==> config.mk <==
export PLATFORM = sky130hd
export DESIGN_NAME = multicycle_sequencer
export DESIGN_NICKNAME = d
export VERILOG_FILES = /design/src/rtl/multicycle_sequencer.sv
export SDC_FILE = /design/constraint.sdc
export NUM_CORES = 1
export LEC_CHECK = 0
export CELL_PAD_IN_SITES_DETAIL_PLACEMENT = 2
export CELL_PAD_IN_SITES_GLOBAL_PLACEMENT = 2
export CORE_MARGIN = 2
export CORE_UTILIZATION = 30
export CTS_BUF_LIST = sky130_fd_sc_hd__clkbuf_2 sky130_fd_sc_hd__clkbuf_4 sky130_fd_sc_hd__clkbuf_8
export CTS_CLUSTER_DIAMETER = 150
export DETAILED_ROUTE_END_ITERATION = 8
export PLACE_DENSITY_LB_ADDON = 0.1
export SLEW_MARGIN = 10
export SYNTH_ARGS = -nofsm -noshare
export SYNTH_HDL_FRONTEND = slang
export SYNTH_SLANG_ARGS = --single-unit
==> constraint.sdc <==
create_clock -name clk -period 2.1 [get_ports clk]
set_input_delay 0.21 -clock clk [delete_from_list [all_inputs] [get_ports clk]]
set_output_delay 0.21 -clock clk [all_outputs]
set_load 0.01 [all_outputs]
==> src/rtl/multicycle_sequencer.sv <==
// Multi-cycle RV32I control FSM: FETCH -> DECODE -> EXECUTE -> [MEM] -> WRITEBACK.
// Build option ILLEGAL_TRAP_EN: illegal opcodes enter a sticky TRAP state instead of running as NOPs.
module multicycle_sequencer #(
  parameter int CNT_W = 32,
  parameter int XLEN  = 32
) (
  input  logic             clk,
  input  logic             rst_n,
  output logic             imem_req,
  input  logic             imem_ack,
  input  logic [XLEN-1:0]  imem_rdata,
  output logic             dmem_req,
  output logic             dmem_we,
  input  logic             dmem_ack,
  input  logic             branch_taken,
  output logic [XLEN-1:0]  instr_q,
  output logic             pc_sel,
  output logic             en_alu_n,
  output logic             en_branch_n,
  output logic             en_load_n,
  output logic             en_store_n,
  output logic             en_regfile_n,
  output logic             en_pc_n,
  output logic [CNT_W-1:0] instret,
  output logic             trap
);

  typedef enum logic [2:0] {
    S_FETCH, S_DECODE, S_EXECUTE, S_MEM, S_WRITEBACK, S_TRAP
  } state_t;

  localparam logic [6:0] OP_LUI    = 7'b0110111;
  localparam logic [6:0] OP_AUIPC  = 7'b0010111;
  localparam logic [6:0] OP_JAL    = 7'b1101111;
  localparam logic [6:0] OP_JALR   = 7'b1100111;
  localparam logic [6:0] OP_BRANCH = 7'b1100011;
  localparam logic [6:0] OP_LOAD   = 7'b0000011;
  localparam logic [6:0] OP_STORE  = 7'b0100011;
  localparam logic [6:0] OP_ALUI   = 7'b0010011;
  localparam logic [6:0] OP_ALUR   = 7'b0110011;
  localparam logic [6:0] OP_FENCE  = 7'b0001111;
  localparam logic [6:0] OP_SYS    = 7'b1110011;

  state_t           state_reg, state_next;
  logic [XLEN-1:0]  instr_next;
  logic             taken_reg, taken_next;
  logic [CNT_W-1:0] instret_next;
  logic             imem_req_next, dmem_req_next, dmem_we_next, pc_sel_next;
  logic             en_alu_n_next, en_branch_n_next, en_load_n_next;
  logic             en_store_n_next, en_regfile_n_next, en_pc_n_next;

  logic [6:0] op;
  logic is_legal, is_load, is_store, is_branch, is_jump, alu_used, writes_rd;

  assign op        = instr_q[6:0];
  assign is_load   = (op == OP_LOAD);
  assign is_store  = (op == OP_STORE);
  assign is_branch = (op == OP_BRANCH);
  assign is_jump   = (op == OP_JAL) || (op == OP_JALR);

  always_comb begin
    is_legal = 1'b0;
    case (op)
      OP_LUI, OP_AUIPC, OP_JAL, OP_JALR, OP_BRANCH, OP_LOAD,
      OP_STORE, OP_ALUI, OP_ALUR, OP_FENCE, OP_SYS: is_legal = 1'b1;
      default: is_legal = 1'b0;
    endcase
  end

  assign alu_used  = is_legal && !(op == OP_LUI || op == OP_FENCE || op == OP_SYS);
  assign writes_rd = is_legal && !(is_branch || is_store || op == OP_FENCE || op == OP_SYS);

  // Outputs are computed from the next state so they change on the same edge as the state.
  always_comb begin
    state_next   = state_reg;
    instr_next   = instr_q;
    taken_next   = taken_reg;
    instret_next = instret;
    case (state_reg)
      S_FETCH: begin
        if (imem_req && imem_ack) begin
          instr_next = imem_rdata;
          state_next = S_DECODE;
        end
      end
      S_DECODE: begin
`ifdef ILLEGAL_TRAP_EN
        state_next = is_legal ? S_EXECUTE : S_TRAP;
`else
        state_next = S_EXECUTE;
`endif
      end
      S_EXECUTE: begin
        taken_next = is_jump || (is_branch && branch_taken);
        state_next = (is_load || is_store) ? S_MEM : S_WRITEBACK;
      end
      S_MEM: begin
        if (dmem_req && dmem_ack) state_next = S_WRITEBACK;
      end
      S_WRITEBACK: begin
        instret_next = instret + CNT_W'(1);
        state_next   = S_FETCH;
      end
      S_TRAP:  state_next = S_TRAP;
      default: state_next = S_FETCH;
    endcase

    imem_req_next     = (state_next == S_FETCH);
    dmem_req_next     = (state_next == S_MEM);
    dmem_we_next      = (state_next == S_MEM) && is_store;
    en_alu_n_next     = !((state_next == S_EXECUTE) && alu_used);
    en_branch_n_next  = !((state_next == S_EXECUTE) && is_branch);
    en_load_n_next    = !((state_next == S_MEM) && is_load);
    en_store_n_next   = !((state_next == S_MEM) && is_store);
    en_regfile_n_next = !((state_next == S_WRITEBACK) && writes_rd);
    en_pc_n_next      = !(state_next == S_WRITEBACK);
    pc_sel_next       = (state_next == S_WRITEBACK) && taken_next;
  end

  always_ff @(posedge clk or negedge rst_n) begin
    if (!rst_n) begin
      state_reg    <= S_FETCH;
      instr_q      <= '0;
      taken_reg    <= 1'b0;
      instret      <= '0;
      imem_req     <= 1'b0;
      dmem_req     <= 1'b0;
      dmem_we      <= 1'b0;
      pc_sel       <= 1'b0;
      en_alu_n     <= 1'b1;
      en_branch_n  <= 1'b1;
      en_load_n    <= 1'b1;
      en_store_n   <= 1'b1;
      en_regfile_n <= 1'b1;
      en_pc_n      <= 1'b1;
    end else begin
      state_reg    <= state_next;
      instr_q      <= instr_next;
      taken_reg    <= taken_next;
      instret      <= instret_next;
      imem_req     <= imem_req_next;
      dmem_req     <= dmem_req_next;
      dmem_we      <= dmem_we_next;
      pc_sel       <= pc_sel_next;
      en_alu_n     <= en_alu_n_next;
      en_branch_n  <= en_branch_n_next;
      en_load_n    <= en_load_n_next;
      en_store_n   <= en_store_n_next;
      en_regfile_n <= en_regfile_n_next;
      en_pc_n      <= en_pc_n_next;
    end
  end

`ifdef ILLEGAL_TRAP_EN
  always_ff @(posedge clk or negedge rst_n) begin
    if (!rst_n) trap <= 1'b0;
    else        trap <= (state_next == S_TRAP);
  end
`else
  assign trap = 1'b0;
`endif

endmodule

# Yosys cells after proc, flatten, opt, wreduce, memory -nomap -nowiden
# Cells that the tools add are included.
totals:
  output_inout_bits: 75
  register_bits: 78
  wordCells: 71
classes:
  n_reduce_logical: 31
  muxes: 6
  eq_ne: 19
  addsub: 1
ops:
  columns: ["operator", "n"]
  rows:
  - ["adder 32 x 1 -> 32 bit, second input constant", 1]
  - ["equality test 7 bit, second input constant", 4]
  - ["equality test 7 x 6 -> 1 bit, second input constant", 3]
  - ["one-hot mux 3 bit (5 select lines)", 1]
  - ["equality test 7 x 5 -> 1 bit, second input constant", 2]
  - ["equality test 3 x 2 -> 1 bit, second input constant", 4]
  - ["logical AND 1 bit", 11]
  - ["OR reduction 11 bit", 1]
  - ["equality test 3 bit, second input constant", 3]
  - ["two-way mux 3 bit", 3]
  - ["zero test 1 bit", 8]
  - ["logical OR 1 bit", 8]
  - ["equality test 7 x 2 -> 1 bit, second input constant", 1]
  - ["equality test 7 x 4 -> 1 bit, second input constant", 1]
  - ["zero test 3 bit", 2]
  - ["equality test 3 x 1 -> 1 bit, second input constant", 1]
  - ["two-way mux 1 bit", 2]
  - ["AND reduction 2 bit", 1]

# Depth between registers and ports, before layout
# Gate-level depths: netlist (run 1).
logic_depth:
  ltp_word: 8
  depth_mapped: 6

# Worst setup path after synthesis (run 1)
# No wires, ideal clock.
synth_path:
  path_type: "register to register"
  start: "register state_reg[1]"
  end: "register instret[29]"
  t_arrival_ns: 1.524
  required_ns: 1.975
  synth_period_minus_slack_ns: 1.650
  path_slack_ns: 0.450
  stages_incl_launch_ff: 6
  path_cell_list: "dfrtp_1 -> or3b_4 -> nor3_4 -> buf_6 -> nand4_2 -> xnor2_1"
synth_between:
  elab_chain_len: 1
synth_lines:
  columns: ["item", "line", "source"]
  rows:
  - ["start: declaration", "44", "state_t state_reg, state_next;"]
  - ["start signal: assignment", "137", "state_reg <= state_next;"]
  - ["equality test 3 bit", "79", "case (state_reg)"]
  - ["end signal: assignment", "140", "instret <= instret_next;"]
  - ["end: declaration", "24", "output logic [CNT_W-1:0] instret,"]
# No other way between the ends.
# A chain may end at the register's enable or synchronous reset.

# Worst setup path in the final report (run 1)
layout_path:
  start: "register state_reg[1]"
  end: "register instret[23]"
# The elaborated chain is that of the path after synthesis.

==> impl_metrics.toml, run 1 <==
[worst_setup_path]
rr_startpoint = "state_reg[1]"
r2r_cells = 5
cp_slowest_stage_delay_ps = 450
cp.buffers_inverters = 1
end_kind = "register"
worstSetupStartpoint = "state_reg[1]"
path_depth = 5
endpoint = "instret[23]"
worst_setup_path_start_kind = "register"
critical-path-top-delay-family = "simple AND/OR/NAND/NOR gates"
cp_slowest_cell = "or3b_4"
cp_max_fo = 10
cp.required_ps = 2330
worstReg2RegEnd = "instret[23]"
path_class = "register to register"
cp_data_arrival_time_ps = 1990
path_cells = "or3b_4 > nor3_4 > buf_12 > nand4_1 > xnor2_1"
r2r_setup_slack_ps = 340

[final_layout]
antenna-diode-count = 0
fin_area_um2 = 4850
area_growth_pct = 46.1
nNetsFinal = 427
drive_above_1_share = 0.178

[global_route]
grt_start_max_net_pins = 43
antenna_found_initial = 0
grt_pass1_vias = 2872
grt_first_pass_wirelength_um = 14900
grt_use_total = 0.164
grt.overflow.total = 0

[synthesis]
synth_fa_ha_area_frac = 0.00377
ys_types = 35
syn_area_um2 = 3320
synthMuxAreaShare = 0.109
synth_edf_count = 0
synthXorXnorAreaFrac = 0.0818
synthSimpleGateAreaFrac = 0.164
synth_flop_cell = "dfrtp_1"
syn_area_per_cell_um2 = 12.3
ys_warn_count = 0
synth_top_area_cell = "dfrtp_1"
yosysMostFrequentCell = "dfrtp_1"
async_flop_share = 1.00
synthTopCellsByCount = "dfrtp_1 (72), mux2_2 (32), xnor2_1 (30), nand2_1 (23), nand3_1 (16)"
synth-compound-area-share = 0.0245
syn-num-nets = 307
yosys.area.top_type_share = 0.543
synth_seq_cells = 78
synth_top_family_by_area = "simple AND/OR/NAND/NOR gates"
ys_seq_area_frac = 0.590
synthTopCellsByArea = "dfrtp_1 (54%), mux2_2 (11%), xnor2_1 (7.9%), dfstp_2 (4.7%), nand4_1 (2.8%)"
syn_inst = 269

[routing]
vias = 2547
drc = 0
drt_first_pass_iters = 4
wl_um = 8970
wl_per_cell_um = 16.8
drt_iter0_markers = 60
drtAntennaViolNets = 0
drt-vias-per-instance = 4.77

[floorplan]
die_y_um = 109
start_util = 0.306
fp-row-count = 38
die_w_um = 109
core_um2 = 10800
die-area_um2 = 11900
ios = 112

[timing]
tightest_slew_ps = 593
maxSlewHeadroom = 0.604
max_freq_mhz = 568
skew_ps = 8.82
setup_violations = 0
fin_crit_ps = 1760
fin_crit_sh = 0.839
rsz0062_at_grt = "false"
maxSlewViolCount = 0
setup_ws_ps = 339
setup_tns_ps = 0
hold_viol_final = 0

[cts]
clock-sinks = 78
numCtsBuffers = 9
clockBufferDepth = 2
clk-insertion-delay-late_ps = 350
postCtsSetupRepairBufs = 0
cts-htree-levels = 3
clkTransAtPathRegs_ps = 80
cts_tree = "done"
post_cts_resized = 0
root_buffer = "clkbuf_8"

[outcome]
status = "finished, final reports clean"

[place]
place_area_um2 = 4640
place_ws_ps = 343
hpwl_um = 6520
gp_congestion = 0.732
portBuffers = 110

[pwr]
peakVddDrop_mv = 0.571
p_leak_nw = 2.01
p_per_area_nw_per_um2 = 1100

[min_path]
min_path_type = "primary input to asynchronous set/reset pin"

[job]
cap_violations = 0
## layout by cell type (no fill, tap or decap), drive strengths merged, types with 4 or more instances in the layout
cell type and n:
and3 4, mux2 32, dfstp 6, nand3 16, dfrtp 72, clkdlybuf4s50 109
inv 6, nand4 17, o21ai 4, nand2 23, a21oi 4, nor2 9
nor3 8, clkbuf 12, buf 10, xnor2 30
## logic make-up (layout without fill, tap and decap cells)
| family | count (synthesis) | after routing |
|---|---|---|
| muxes | 32 | 32 |
| AOI/OAI and AO/OA | 13 | 13 |
| adders and majority gates | 1 | 1 |
| and+or+nand+nor | 96 | 96 |
| xor gates and xnor gates | 31 | 31 |
| other | 1 | 1 |
| DFF | 78 | 78 |
| buffers and inverters | 17 | 142 |
## through the flow
step                 util  instances  hold WS (ps)  total power (W)
global route        0.448        534           442          0.00570
finish              0.448        534           395          0.00536
floorplan               -        269         -85.6          0.00309
CTS                 0.448        534           419          0.00546
global placement    0.428        517           256          0.00416
detailed placement  0.428        517           260          0.00424
## what timing repair did
| action | 4_1_cts | 5_1_grt |
|---|---|---|
| hold endpoints to repair | 37 | 0 |
| hold buffers | 1 | 0 |
| endpoints found under the setup margin | 0 | 0 |
## cell type report
cell class                 instances  area, um^2
clock buffer                      12         159
clock inverter                     4        45.0
sequential                        78        1960
fill                            1147        5990
tap                              140         175
multi-input combinational        174        1280
inverter                           6        22.5
timing repair buffer             120        1210
## where the power goes
part	switching, W	leakage (nW)	total (W)	internal, W
Sequential	0.000307	0.988	0.00222	0.00191
Clock	0.000555	0.110	0.00118	0.000622
Combinational	0.000791	0.915	0.00196	0.00117
## per-layer routing
| layer | vias to the layer above | global-route usage | routed length [um] |
|---|---|---|---|
| met1 | 1302 | 0.196 | 3750 |
| met4 | 0 | 0.0678 | 126 |
| met3 | 10 | 0.0538 | 603 |
| met5 | - | 0 | 0 |
| met2 | 67 | 0.273 | 4490 |
| li1 | 1168 | - | - |
## how the worst min path moves through the flow
stage,depth (start not counted),to,slack [ps],from
floorplan,0,dmem_req,-90,rst_n
CTS,2,instret[14],420,rst_n
detailed placement,1,instret[14],260,rst_n
global route,2,instret[14],440,rst_n
finish,2,instret[14],400,rst_n
global placement,1,instret[20],260,rst_n
No activity file was read; power rests on OpenSTA's default activity.
==> inputs of run 2 (changes only) <==
==> constraint.sdc (replaced) <==
create_clock -name clk -period 1.8 [get_ports clk]
set_input_delay 0.18 -clock clk [delete_from_list [all_inputs] [get_ports clk]]
set_output_delay 0.18 -clock clk [all_outputs]
set_load 0.01 [all_outputs]
==> run 2 against run 1 <==
  * Final cell count grew 0.75%
  * Critical endpoint unchanged
  * Sequential cell count is the same
  * Clock power grew 22%
  * Final area grew 1.2%
  * Core utilization grew 0.53 points
  * Largest cell class unchanged
  * Count of clock-buffer cells in the layout grew 1
==> impl_metrics.toml, run 2 (synthesis results as in run 1) <==
[final_layout]
final_common_cell = "clkdlybuf4s50_1"
antenna-diode-count = 0
multiInputGateArea_um2 = 1280
final_cell_mix = "clkdlybuf4s50_1 (109), dfrtp_1 (72), mux2_2 (32)"
instances_no_fill = 538
nFillCells = 1164
drive_above_1_share = 0.186
nNetsFinal = 431
area_growth_pct = 47.9
fin_area_um2 = 4910
seq_area_um2 = 1960

[global_route]
grt.overflow.total = 0
grt_first_pass_wirelength_um = 14900
grt_use_total = 0.167
grt_pass1_vias = 2817
antenna_found_initial = 0
grt_start_max_net_pins = 33

[floorplan]
die_y_um = 109
ios = 112
start_util = 0.306
core_um2 = 10800
fp-row-count = 38
die-area_um2 = 11900
die_w_um = 109

[pwr]
p_per_area_nw_per_um2 = 1300
pwr-share-clk = 0.226
peakVddDrop_mv = 0.600
power.internal_w = 0.00443
seqPwrFrac = 0.400
p_sw_frac = 0.305
p_comb_frac = 0.374
p_leak_nw = 2.04
switchingPower_w = 0.00195

[place]
place_area_um2 = 4680
place_ws_ps = 177
gp_congestion = 0.763
post-place-cells = 521
hpwl_um = 6690
portBuffers = 110

[worst_setup_path]
cp_data_arrival_time_ps = 1870
cp_max_fo = 14
worstReg2RegEnd = "instret[23]"
path_class = "register to register"
end_kind = "register"
r2r_setup_slack_ps = 170
cp.required_ps = 2040
rr_startpoint = "state_reg[1]"
worst_setup_path_start_kind = "register"
r2r_cells = 5

[routing]
wl_per_cell_um = 17.3
drt_iter0_markers = 49
vias = 2536
drtAntennaViolNets = 0
drc = 0
drt_first_pass_iters = 3
drt-vias-per-instance = 4.71
wl_um = 9290

[timing]
setup_tns_ps = 0
setup_violations = 0
maxSlewHeadroom = 0.641
max_freq_mhz = 613
fin_crit_ps = 1630
setup_ws_ps = 170
holdWs_ps = 296
maxSlewViolCount = 0
fin_crit_sh = 0.906
hold_viol_final = 0
tightest_slew_ps = 531
rsz0062_at_grt = "false"
skew_ps = 9.08

[cts]
root_buffer = "clkbuf_8"
clockBufferDepth = 2
holdBufCountCts = 1
clk-insertion-delay-late_ps = 360
postCtsSetupRepairBufs = 0
clock-sinks = 78
clkTransAtPathRegs_ps = 80
numCtsBuffers = 9
cts-htree-levels = 3
post_cts_resized = 0
cts_tree = "done"

[min_path]
min_path_type = "primary input to asynchronous set/reset pin"

[job]
cap_violations = 0

[outcome]
status = "finished, final reports clean"
==> run 2: cell count changes in the layout (fill, tap and decap cells not counted), sizes merged <==
cell and delta:
buf +4, clkbuf +1, clkinv -1
==> run 2: stage by stage <==
step | power (W) | utilization
after floorplan | 0.00361 | -
after global placement | 0.00491 | 0.432
after detailed placement | 0.00499 | 0.432
after CTS | 0.00651 | 0.453
after global routing | 0.00677 | 0.453
final | 0.00637 | 0.453
==> run 2: worst max path at each step <==
stage / startpoint / endpoint / cells after the start / slack [ps]
detailed placement: state_reg[1] / instret[20] / 5 / 180
finish: state_reg[1] / instret[23] / 5 / 170
global placement: instr_q[4] / dmem_we / 3 / 190
CTS: en_load_n / en_load_n / 1 / 140
floorplan: state_reg[1] / instret[29] / 5 / 150
global route: state_reg[1] / instret[23] / 5 / 80
==> run 2: per-layer routing <==
| layer | vias to the layer above | GRT usage | share of wire |
|---|---|---|---|
| met1 | 1285 | 0.194 | 0.40 |
| met3 | 9 | 0.0628 | 0.069 |
| met5 | - | 0 | 0 |
| met4 | 0 | 0.0678 | 0.016 |
| li1 | 1175 | - | - |
| met2 | 67 | 0.279 | 0.51 |
==> run 2: area by class of cell <==
class	count	share of cell area
inverters	6	0.00459
well taps	140	0.0357
clock inverters	3	0.00815
clock buffers	13	0.0364
repair buffers	124	0.256
flip-flops and latches	78	0.399
multi-input cells	174	0.260
==> run 2: worst max-delay path, cell delays in order (launching register included) <==
cell and delay [ps]:
dfrtp_1 380, or3b_4 450, nor3_4 230, buf_12 170, nand4_1 110, xnor2_1 160
==> run 2: power groups by stage <==
stage	logic (W)	clock network (W)	registers (W)
finish	0.00238	0.00144	0.00255
global route	0.00258	0.00158	0.00261
CTS	0.00244	0.00151	0.00256
detailed placement	0.00241	0	0.00258
global placement	0.00237	0	0.00254
floorplan	0.000834	0	0.00277
